## src/rtl/sp_sequencer.sv

```systemverilog
// Stack-pointer sequencer: decodes NOP/PUSH/POP/LOAD words and issues one stack RAM beat per cycle
// within the [SP_BOTTOM, SP_TOP] window, reporting overflow/underflow/range errors.
module sp_sequencer #(
  parameter int AW = 32,
  parameter int STEP_LG2 = 2,
  parameter logic [AW-1:0] SP_TOP = AW'(32'h0000_1000),
  parameter logic [AW-1:0] SP_BOTTOM = AW'(32'h0000_0800)
) (
  input  logic          clk,
  input  logic          rst,
  input  logic [31:0]   wlord,
  input  logic          instr_valid,
  output logic          instr_ready,
  input  logic          err_clr,
  output logic [AW-1:0] sp_out,
  output logic [AW-1:0] depth_out,
  output logic [AW-1:0] addr_out,
  output logic          addr_valid,
  output logic          is_push,
  output logic          ovf,
  output logic          unf,
  output logic          range_err,
  output logic          err_sticky
);

  // state  | meaning
  // S_IDLE | ready for a new instruction
  // S_PUSH | write burst in progress, rem beats still to issue
  // S_POP  | read burst in progress, rem beats still to issue
  typedef enum logic [1:0] {S_IDLE, S_PUSH, S_POP} state_t;

  localparam logic [AW:0]   STEP_X   = {{AW{1'b0}}, 1'b1} << STEP_LG2;
  localparam logic [AW-1:0] ONE      = {{(AW-1){1'b0}}, 1'b1};
  localparam logic [AW-1:0] STEP     = ONE << STEP_LG2;
  localparam logic [AW-1:0] LOW_MASK = STEP - ONE;
  localparam logic [AW:0]   BOT_X    = {1'b0, SP_BOTTOM};
  localparam logic [AW:0]   TOP_X    = {1'b0, SP_TOP};

  state_t        state;
  logic [3:0]    rem;
  logic [AW-1:0] sp;

  logic [1:0]    op;
  logic [3:0]    cnt;
  logic [25:0]   imm;
  logic          accept;
  logic [AW:0]   sp_x;
  logic          push_ok;
  logic          pop_ok;
  logic [AW-1:0] sp_dec;
  logic [AW-1:0] sp_inc;
  logic [AW-1:0] load_v;
  logic          load_ok;
  logic [3:0]    beat_cnt;
  logic          beat_push;
  logic          do_beat;

  function automatic logic [AW-1:0] depth_of(input logic [AW-1:0] s);
    return (SP_TOP - s) >> STEP_LG2;
  endfunction

  assign instr_ready = (state == S_IDLE);

  always_comb begin
    op        = wlord[31:30];
    cnt       = wlord[29:26];
    imm       = wlord[25:0];
    accept    = instr_valid && (state == S_IDLE);
    sp_x      = {1'b0, sp};
    push_ok   = sp_x >= (BOT_X + STEP_X);
    pop_ok    = (sp_x + STEP_X) <= TOP_X;
    sp_dec    = sp - STEP;
    sp_inc    = sp + STEP;
    load_v    = AW'(imm) & ~LOW_MASK;
    load_ok   = (load_v >= SP_BOTTOM) && (load_v <= SP_TOP);
    beat_cnt  = (state == S_IDLE) ? cnt : rem;
    beat_push = (state == S_IDLE) ? (op == 2'b01) : (state == S_PUSH);
    if (state == S_IDLE)
      do_beat = accept && (op == 2'b01 || op == 2'b10) && (cnt != 4'd0);
    else
      do_beat = (rem != 4'd0);
  end

  // sp runs one beat ahead of sp_out so the beat address and the post-beat SP land in consecutive cycles
  always_ff @(posedge clk) begin
    if (rst) begin
      state      <= S_IDLE;
      rem        <= '0;
      sp         <= SP_TOP;
      sp_out     <= SP_TOP;
      depth_out  <= '0;
      addr_out   <= '0;
      addr_valid <= 1'b0;
      is_push    <= 1'b0;
      ovf        <= 1'b0;
      unf        <= 1'b0;
      range_err  <= 1'b0;
      err_sticky <= 1'b0;
    end else begin
      addr_valid <= 1'b0;
      is_push    <= 1'b0;
      ovf        <= 1'b0;
      unf        <= 1'b0;
      range_err  <= 1'b0;
      sp_out     <= sp;
      depth_out  <= depth_of(sp);
      err_sticky <= (err_sticky & ~err_clr) | ovf | unf | range_err;

      if (state != S_IDLE && rem == 4'd0)
        state <= S_IDLE;

      if (accept && op == 2'b11) begin
        if (load_ok) begin
          sp        <= load_v;
          sp_out    <= load_v;
          depth_out <= depth_of(load_v);
        end else begin
          range_err <= 1'b1;
        end
      end

      if (do_beat) begin
        state <= beat_push ? S_PUSH : S_POP;
        if (beat_push) begin
          if (push_ok) begin
            sp         <= sp_dec;
            addr_out   <= sp_dec;
            addr_valid <= 1'b1;
            is_push    <= 1'b1;
            rem        <= beat_cnt - 4'd1;
          end else begin
            ovf <= 1'b1;
            rem <= '0;
          end
        end else begin
          if (pop_ok) begin
            sp         <= sp_inc;
            addr_out   <= sp;
            addr_valid <= 1'b1;
            rem        <= beat_cnt - 4'd1;
          end else begin
            unf <= 1'b1;
            rem <= '0;
          end
        end
      end
    end
  end

endmodule

```

## config.mk

```make
export PLATFORM = sky130hd
export DESIGN_NAME = sp_sequencer
export DESIGN_NICKNAME = d
export VERILOG_FILES = /design/src/rtl/sp_sequencer.sv
export SDC_FILE = /design/constraint.sdc
export NUM_CORES = 1
export LEC_CHECK = 0
export BUFFER_PORTS_ARGS = -buffer_cell sky130_fd_sc_hd__buf_2
export CAP_MARGIN = 20
export CELL_PAD_IN_SITES_DETAIL_PLACEMENT = 1
export CELL_PAD_IN_SITES_GLOBAL_PLACEMENT = 2
export CORE_AREA = 2 2 173 175
export DETAILED_ROUTE_END_ITERATION = 10
export DIE_AREA = 0 0 175 177
export GPL_TIMING_DRIVEN = 0
export PLACE_DENSITY_LB_ADDON = 0.1
export SETUP_SLACK_MARGIN = 0.5
export SLEW_MARGIN = 20
export SYNTH_ARGS = -nofsm -noshare
export SYNTH_HDL_FRONTEND = slang
export SYNTH_SLANG_ARGS = --single-unit
```

## constraint.sdc

```tcl
create_clock -name clk -period 3.12 [get_ports clk]
set_clock_uncertainty 0.1 [all_clocks]
set_input_delay 0.624 -clock clk [delete_from_list [all_inputs] [get_ports clk]]
set_output_delay 0.624 -clock clk [all_outputs]
set_load 0.05 [all_outputs]
```

* Yosys cells after proc, flatten, opt, wreduce, memory -nomap -nowiden
Cells that the tools add are included.
Storage, ports and cells: flip-flop bits (word level) 140, input port bits 36, output and inout bits 103, logic and storage cells 81
Cells by class: $add $sub $neg 6, $lt $le $gt $ge 4, equality and inequality tests 5, multiplexer cells 26, bitwise gates (word level) 8, reductions and logical operators 19
Operators with widths (number):
- 32-bit 2-to-1 mux | 9
- 30-bit 2-to-1 mux | 2
- 32-bit by 3-bit adder with 33-bit output, second input constant | 1
- 33-bit by 13-bit <= comparator with 1-bit output, second input constant | 1
- 32-bit by 3-bit adder with 32-bit output, second input constant | 1
- 32-bit by 12-bit greater-or-equal comparator with 1-bit output, second input constant | 1
- 13-bit by 32-bit subtractor with 32-bit output, first input constant | 1
- 32-bit by 3-bit subtractor with 32-bit output, second input constant | 1
- 13-bit by 26-bit subtractor with 27-bit output, first input constant | 1
- 26-bit by 12-bit greater-or-equal comparator with 1-bit output, second input constant | 1
- 26-bit by 13-bit <= comparator with 1-bit output, second input constant | 1
- 4-bit 2-to-1 mux | 4
- 1-bit 2-to-1 mux | 8
- 4-bit nonzero test | 2
- 1-bit logical AND | 6
- 2-bit 2-to-1 mux | 3
- 2-bit nonzero test | 3
- 3-bit OR reduction | 2
- 2-bit by 1-bit equality test with 1-bit output, second input constant | 2
- 2-bit equality test, second input constant | 2
- 4-bit zero test | 1
- 1-bit inverter | 4
- 2-bit OR reduction | 2
- 4-bit by 1-bit subtractor with 4-bit output, second input constant | 1
- other kinds (6) | 8

* Logic depth before layout (Yosys ltp)
depth after elaboration 7, mapped depth 12

* Least setup slack after synthesis
No wires, ideal clock.
path kind input-to-reg, start point in wlord[3], end point reg depth_out[16], setup time 0.065 ns, data arrival time 3.225 ns, required time 2.955 ns, slack -0.270 ns, cell stages on the path 10, path buffers 1, cell sequence inv_1 ha_1 or4b_2 o31a_1 a2111oi_2 nand4_1 clkbuf_1 nor2_1 a21oi_1 nor2_1
On the way: cells in the longest elaborated chain, start to end 4, elaborated cells on any way between the ends 6, those cells by class add/sub: 1; order compare: 2; mux: 2; reduce/logical: 1
Ends and longest elaborated chain:
- start: declaration | RTL line 11 | input logic [31:0] wlord,
- 26-bit by 12-bit greater-or-equal comparator with 1-bit output / 26-bit by 13-bit <= comparator with 1-bit output (equally long branches) | RTL line 75 | load_ok = (load_v >= SP_BOTTOM) && (load_v <= SP_TOP);
- 1-bit logical AND | RTL line 75
- 30-bit 2-to-1 mux * | RTL line 113 | if (load_ok) begin
- 30-bit 2-to-1 mux * | RTL line 112 | if (accept && op == 2'b11) begin
- end signal: assignment | RTL line 106 | depth_out <= depth_of(sp);
- end signal: assignment | RTL line 116 | depth_out <= depth_of(load_v);
- end: declaration | RTL line 16 | output logic [AW-1:0] depth_out,
Mark *: on every way between the ends. The rest lies on a longest branch, timed or not. A chain may end at the register's enable or synchronous reset.

* Worst setup path in the final report
start point reg sp[3], end point reg addr_out[31]
On the way: cells in the longest elaborated chain, start to end 4, elaborated cells on any way between the ends 9, those cells by class add/sub: 2; order compare: 2; eq/ne: 1; mux: 2; reduce/logical: 2
Ends and longest elaborated chain:
- start: declaration | RTL line 41 | logic [AW-1:0] sp;
- start signal: assignment | RTL line 114 | sp <= load_v;
- start signal: assignment | RTL line 126 | sp <= sp_dec;
- start signal: assignment | RTL line 137 | sp <= sp_inc;
- 32-bit by 3-bit adder with 33-bit output | RTL line 71 | pop_ok = (sp_x + STEP_X) <= TOP_X;
- 33-bit by 13-bit <= comparator with 1-bit output | RTL line 71
- 2-bit nonzero test (no line)
- 3-bit AND reduction (no line)
- end signal: assignment | RTL line 127 | addr_out <= sp_dec;
- end signal: assignment | RTL line 138 | addr_out <= sp;
- end: declaration | RTL line 17 | output logic [AW-1:0] addr_out,
Parallel ways exist; a longest one is shown, timed or not. The select of a mux whose other input is x is not followed.

==> metrics.txt <==
# TYPE chip_impl_metric gauge
chip_impl_metric{name="slew_headroom",unit="%"} 25.2
chip_impl_metric{name="wirelength",unit="mm"} 36.7
chip_impl_metric{name="finalNetCount",unit=""} 1195
chip_impl_metric{name="synth_to_final_area_change",unit="%"} 69.4
chip_impl_metric{name="maximum_vdd_drop",unit="µV"} 407
chip_impl_metric{name="synth_mux_area_share",unit="%"} 0.981
chip_impl_info{name="hold_path.class",value="in -> reg"} 1
chip_impl_metric{name="crit_path_max_fanout",unit=""} 9
chip_impl_info{name="ys_dominant_reg_cell",value="dfxtp_1"} 1
chip_impl_metric{name="design.portCount",unit=""} 139
chip_impl_metric{name="max_freq",unit="MHz"} 279
chip_impl_metric{name="p_leak",unit="µW"} 0.00484
chip_impl_info{name="critical_path.reg2reg.startpoint",value="sp[3]"} 1
chip_impl_info{name="timing.critical_path.from_type",value="flip-flop"} 1
chip_impl_metric{name="max_slew.worst_pin.slew",unit="ns"} 1.12
chip_impl_info{name="cts_tree",value="done"} 1
chip_impl_metric{name="hold_depth",unit=""} 3
chip_impl_metric{name="synth.ff_latch_count",unit=""} 138
chip_impl_metric{name="synth_seq_area_share",unit="%"} 38.7
chip_impl_metric{name="post-layout-total-power",unit="µW"} 8310
chip_impl_info{name="rsz0062_at_grt",value="yes"} 1
chip_impl_metric{name="clock_insertion_delay_worst_skew",unit="ns"} 0.45
chip_impl_metric{name="grt_antenna_before_repair",unit=""} 0
chip_impl_metric{name="cts.sinks",unit=""} 138
chip_impl_info{name="ys_top_cells_by_area",value="dfxtp_1 39%, xnor2_1 4.9%, nand2_1 4.9%"} 1
chip_impl_metric{name="fillerInstances",unit=""} 3312
chip_impl_metric{name="row_count",unit=""} 63
chip_impl_info{name="combinational_family_with_the_most_area_after_synthesis",value="simple AND/OR/NAND/NOR gates"} 1
chip_impl_metric{name="synth_warnings",unit=""} 0
chip_impl_info{name="terminus_of_the_critical_flop_to_flop_path",value="addr_out[31]"} 1
chip_impl_metric{name="dr_total_vias",unit=""} 7959
chip_impl_info{name="netlist_top_cells_count",value="138 x dfxtp_1, 93 x nand2_1, 73 x nor2_1"} 1
chip_impl_metric{name="post_synthesis_compound_gate_area_fraction",unit="%"} 19.7
chip_impl_metric{name="synthSimpleGateAreaFrac",unit="%"} 24.2
chip_impl_metric{name="design.core.area",unit="µm²"} 29200
chip_impl_metric{name="worst-endpoint-required",unit="ns"} 3.36
chip_impl_metric{name="synth_edf_count",unit=""} 0
chip_impl_metric{name="yosysTopAreaCellShare",unit="%"} 38.7
chip_impl_metric{name="grt_pass1_vias",unit=""} 7912
chip_impl_info{name="hold_start",value="err_clr"} 1
chip_impl_metric{name="design.die.area",unit="µm²"} 31000
chip_impl_metric{name="layout_cell_share_with_drive_strength_beyond_1",unit="%"} 47.3
chip_impl_metric{name="report.final.hold_viol_count",unit=""} 0
chip_impl_metric{name="die_height",unit="µm"} 177
chip_impl_metric{name="synthesis.instances",unit=""} 880
chip_impl_info{name="critical_path.endpoint_type",value="flip-flop"} 1
chip_impl_metric{name="detail-route-antenna-nets",unit=""} 0
chip_impl_metric{name="setup_ws",unit="ns"} -0.462
chip_impl_metric{name="synthDistinctLibCells",unit=""} 68
chip_impl_metric{name="synth_area_per_cell",unit="µm²"} 8.12
chip_impl_metric{name="ys_async_sr_fraction",unit="%"} 0
chip_impl_metric{name="detailedPlacementHpwl",unit="mm"} 24.3
chip_impl_metric{name="grt_pass1_wl",unit="mm"} 52.5
chip_impl_metric{name="power_density",unit="nW/µm²"} 687
chip_impl_metric{name="cts_hold_buffers",unit=""} 0
chip_impl_metric{name="drt_iter0_drc",unit=""} 445
chip_impl_metric{name="synthXorXnorAreaFrac",unit="%"} 9.32
chip_impl_metric{name="route.detailed.vias_per_inst",unit=""} 5.12
chip_impl_metric{name="ctsHtreeMaxLevel",unit=""} 4
chip_impl_info{name="synth.most_common_cell",value="dfxtp_1"} 1
chip_impl_metric{name="port_buffers",unit=""} 133
chip_impl_metric{name="slew_violations",unit=""} 0
chip_impl_metric{name="max_cap_viol_count",unit=""} 0
chip_impl_metric{name="pre_cts_setup_slack",unit="ns"} -1.11
chip_impl_metric{name="drt_drc_violations_left",unit=""} 0
chip_impl_info{name="synth.largest_area_cell",value="dfxtp_1"} 1
chip_impl_info{name="outcome",value="complete, but fails checks"} 1
chip_impl_metric{name="clock_path_buffers",unit=""} 2
chip_impl_metric{name="setup_viol_count_final",unit=""} 70
chip_impl_info{name="failed_checks",value="negative setup slack"} 1
chip_impl_metric{name="global_route.usage.total",unit="%"} 23.1
chip_impl_metric{name="post-route-util",unit="%"} 41.4
chip_impl_metric{name="die_w",unit="µm"} 175
chip_impl_info{name="crit_type",value="reg -> reg"} 1
chip_impl_metric{name="arithmetic_cell_share_of_the_synthesized_area_counting_full_adders_half_adders_and_majority_gates",unit="%"} 1.40
chip_impl_metric{name="ff2ff_setup_slack",unit="ns"} -0.46
chip_impl_metric{name="ff2ff_path_depth",unit=""} 11
chip_impl_metric{name="grt_max_degree",unit=""} 17
chip_impl_metric{name="gpl.final_weighted_congestion",unit=""} 0.851
chip_impl_metric{name="antenna-diode-count",unit=""} 0
chip_impl_metric{name="routedWlPerCell",unit="µm"} 23.6
chip_impl_metric{name="clk_transition_reported_paths",unit="ns"} 0.07
chip_impl_metric{name="syn-cell-area",unit="µm²"} 7150
chip_impl_metric{name="gr-total-overflow",unit=""} 0
chip_impl_metric{name="worst_path_arrival_time",unit="ns"} 3.82
chip_impl_metric{name="fin_setup_tns",unit="ns"} -21.71
chip_impl_metric{name="fin_crit_sh",unit="%"} 115
chip_impl_metric{name="drt_pre_antenna_iters",unit=""} 5
chip_impl_info{name="whs_endpoint",value="err_sticky"} 1
chip_impl_metric{name="tritoncts.num_buffers",unit=""} 17
chip_impl_info{name="cell_at_the_root_of_the_clock_tree",value="clkbuf_16"} 1
chip_impl_metric{name="min_period",unit="ns"} 3.58
chip_impl_metric{name="effective_utilization_at_floorplan",unit="%"} 24.4
how the worst max path moves through the flow:
| stage | start | endpoint | slack, ns |
|---|---|---|---|
| after floorplan | wlord[3] | depth_out[12] | 0.03 |
| after global placement | wlord[3] | depth_out[10] | -1.14 |
| after detailed placement | wlord[3] | depth_out[10] | -1.11 |
| after CTS | sp[3] | addr_out[31] | -0.32 |
| after global routing | sp[3] | addr_out[31] | -0.66 |
| final | sp[3] | addr_out[31] | -0.46 |
area by class of cell:
class	count	area, µm²	share of cell area, %
multi-input cells	642	5310	43.9
flip-flops and latches	138	2790	23.1
repair buffers	251	2110	17.4
plain buffers	82	726	5.99
well taps	390	488	4.03
clock buffers	19	443	3.66
clock inverters	13	143	1.18
inverters	19	91.3	0.754
sequential cells by signal, summed over array words and instances, names as in the netlist:
| register | flops |
|---|---|
| unf | 1 |
| rem | 4 |
| depth_out | 30 |
| err_sticky | 1 |
| sp | 32 |
| ovf | 1 |
| addr_out | 32 |
| range_err | 1 |
| is_push | 1 |
| sp_out | 32 |
| addr_valid | 1 |
| state | 2 |
metrics by stage:
stage	hold slack, ns	std cells	instance area, µm²
final	0.330	1554	12100
after global routing	0.367	1554	12100
after CTS	0.340	1519	11300
after detailed placement	0.356	1404	8680
after global placement	0.354	1404	8670
after floorplan	0.353	881	7520
kinds of logic (layout without fill, tap and decap cells):
group                      count (synthesis)  after routing
adders and majority gates                  8              8
AOI/OAI and AO/OA                        211            211
other                                      1              2
muxes                                      7              7
xor gates and xnor gates                  76             76
and+or+nand+nor                          338            338
buffers and inverters                    101            384
DFF                                      138            138
power by group:
part	switching [µW]	internal, µW	total [µW]
registers	169	2040	2210
logic	2510	1460	3970
clock network	927	1210	2130
total	3610	4710	8310
placed cells by master, fill, tap and decap left out, types with 7 or more instances in the layout:
master and count:
inv_1 9, buf_12 22, a21oi_1 31, clkbuf_2 12, xor2_1 35, o21ai_1 13, nand2_2 16, a221oi_1 7
o21ai_0 13, nor2_2 7, nor3_1 20, a31oi_1 16, clkbuf_1 34, buf_4 59, or4_4 7, nand2_1 63
a211oi_1 9, a21oi_2 18, or2_2 7, buf_2 130, nand4_1 15, nor4_1 15, nor2_1 57, clkbuf_16 27
nand3_1 19, and3_4 14, dfxtp_1 127, buf_6 37, nand2_4 12, a211oi_2 16, xnor2_1 38, buf_8 15
and3_1 13, a21oi_4 17, nor2_4 10
per-layer routing:
| layer | up-vias | GRT usage, % | share of wire, % |
|---|---|---|---|
| met3 | 54 | 4.23 | 5.0 |
| met4 | 0 | 5.97 | 2.5 |
| met1 | 3985 | 32.0 | 47 |
| li1 | 3701 | - | - |
| met2 | 219 | 36.8 | 45 |
| met5 | - | 0 | 0 |
repair_timing:
item / in CTS / in global routing
pin swaps: 52 / 53
cloned: 11 / 2
hold endpoints to repair: 0 / 0
resized for setup: 245 / 137
endpoints found under the setup margin: 134 / 133
buffers inserted: 72 / 33
worst max-delay path, stage by stage (launching register included):
cell and delay (ns):
dfxtp_4 0.37, buf_8 0.14, buf_4 0.13, nor3_4 0.31, and2_1 0.37, nor3b_4 0.45, nand2_2 0.25, or3_1 0.36
clkbuf_1 0.20, nor3_1 0.35, xnor2_1 0.16, a211oi_1 0.30
Note: power is estimated with default switching activity, not from simulation.
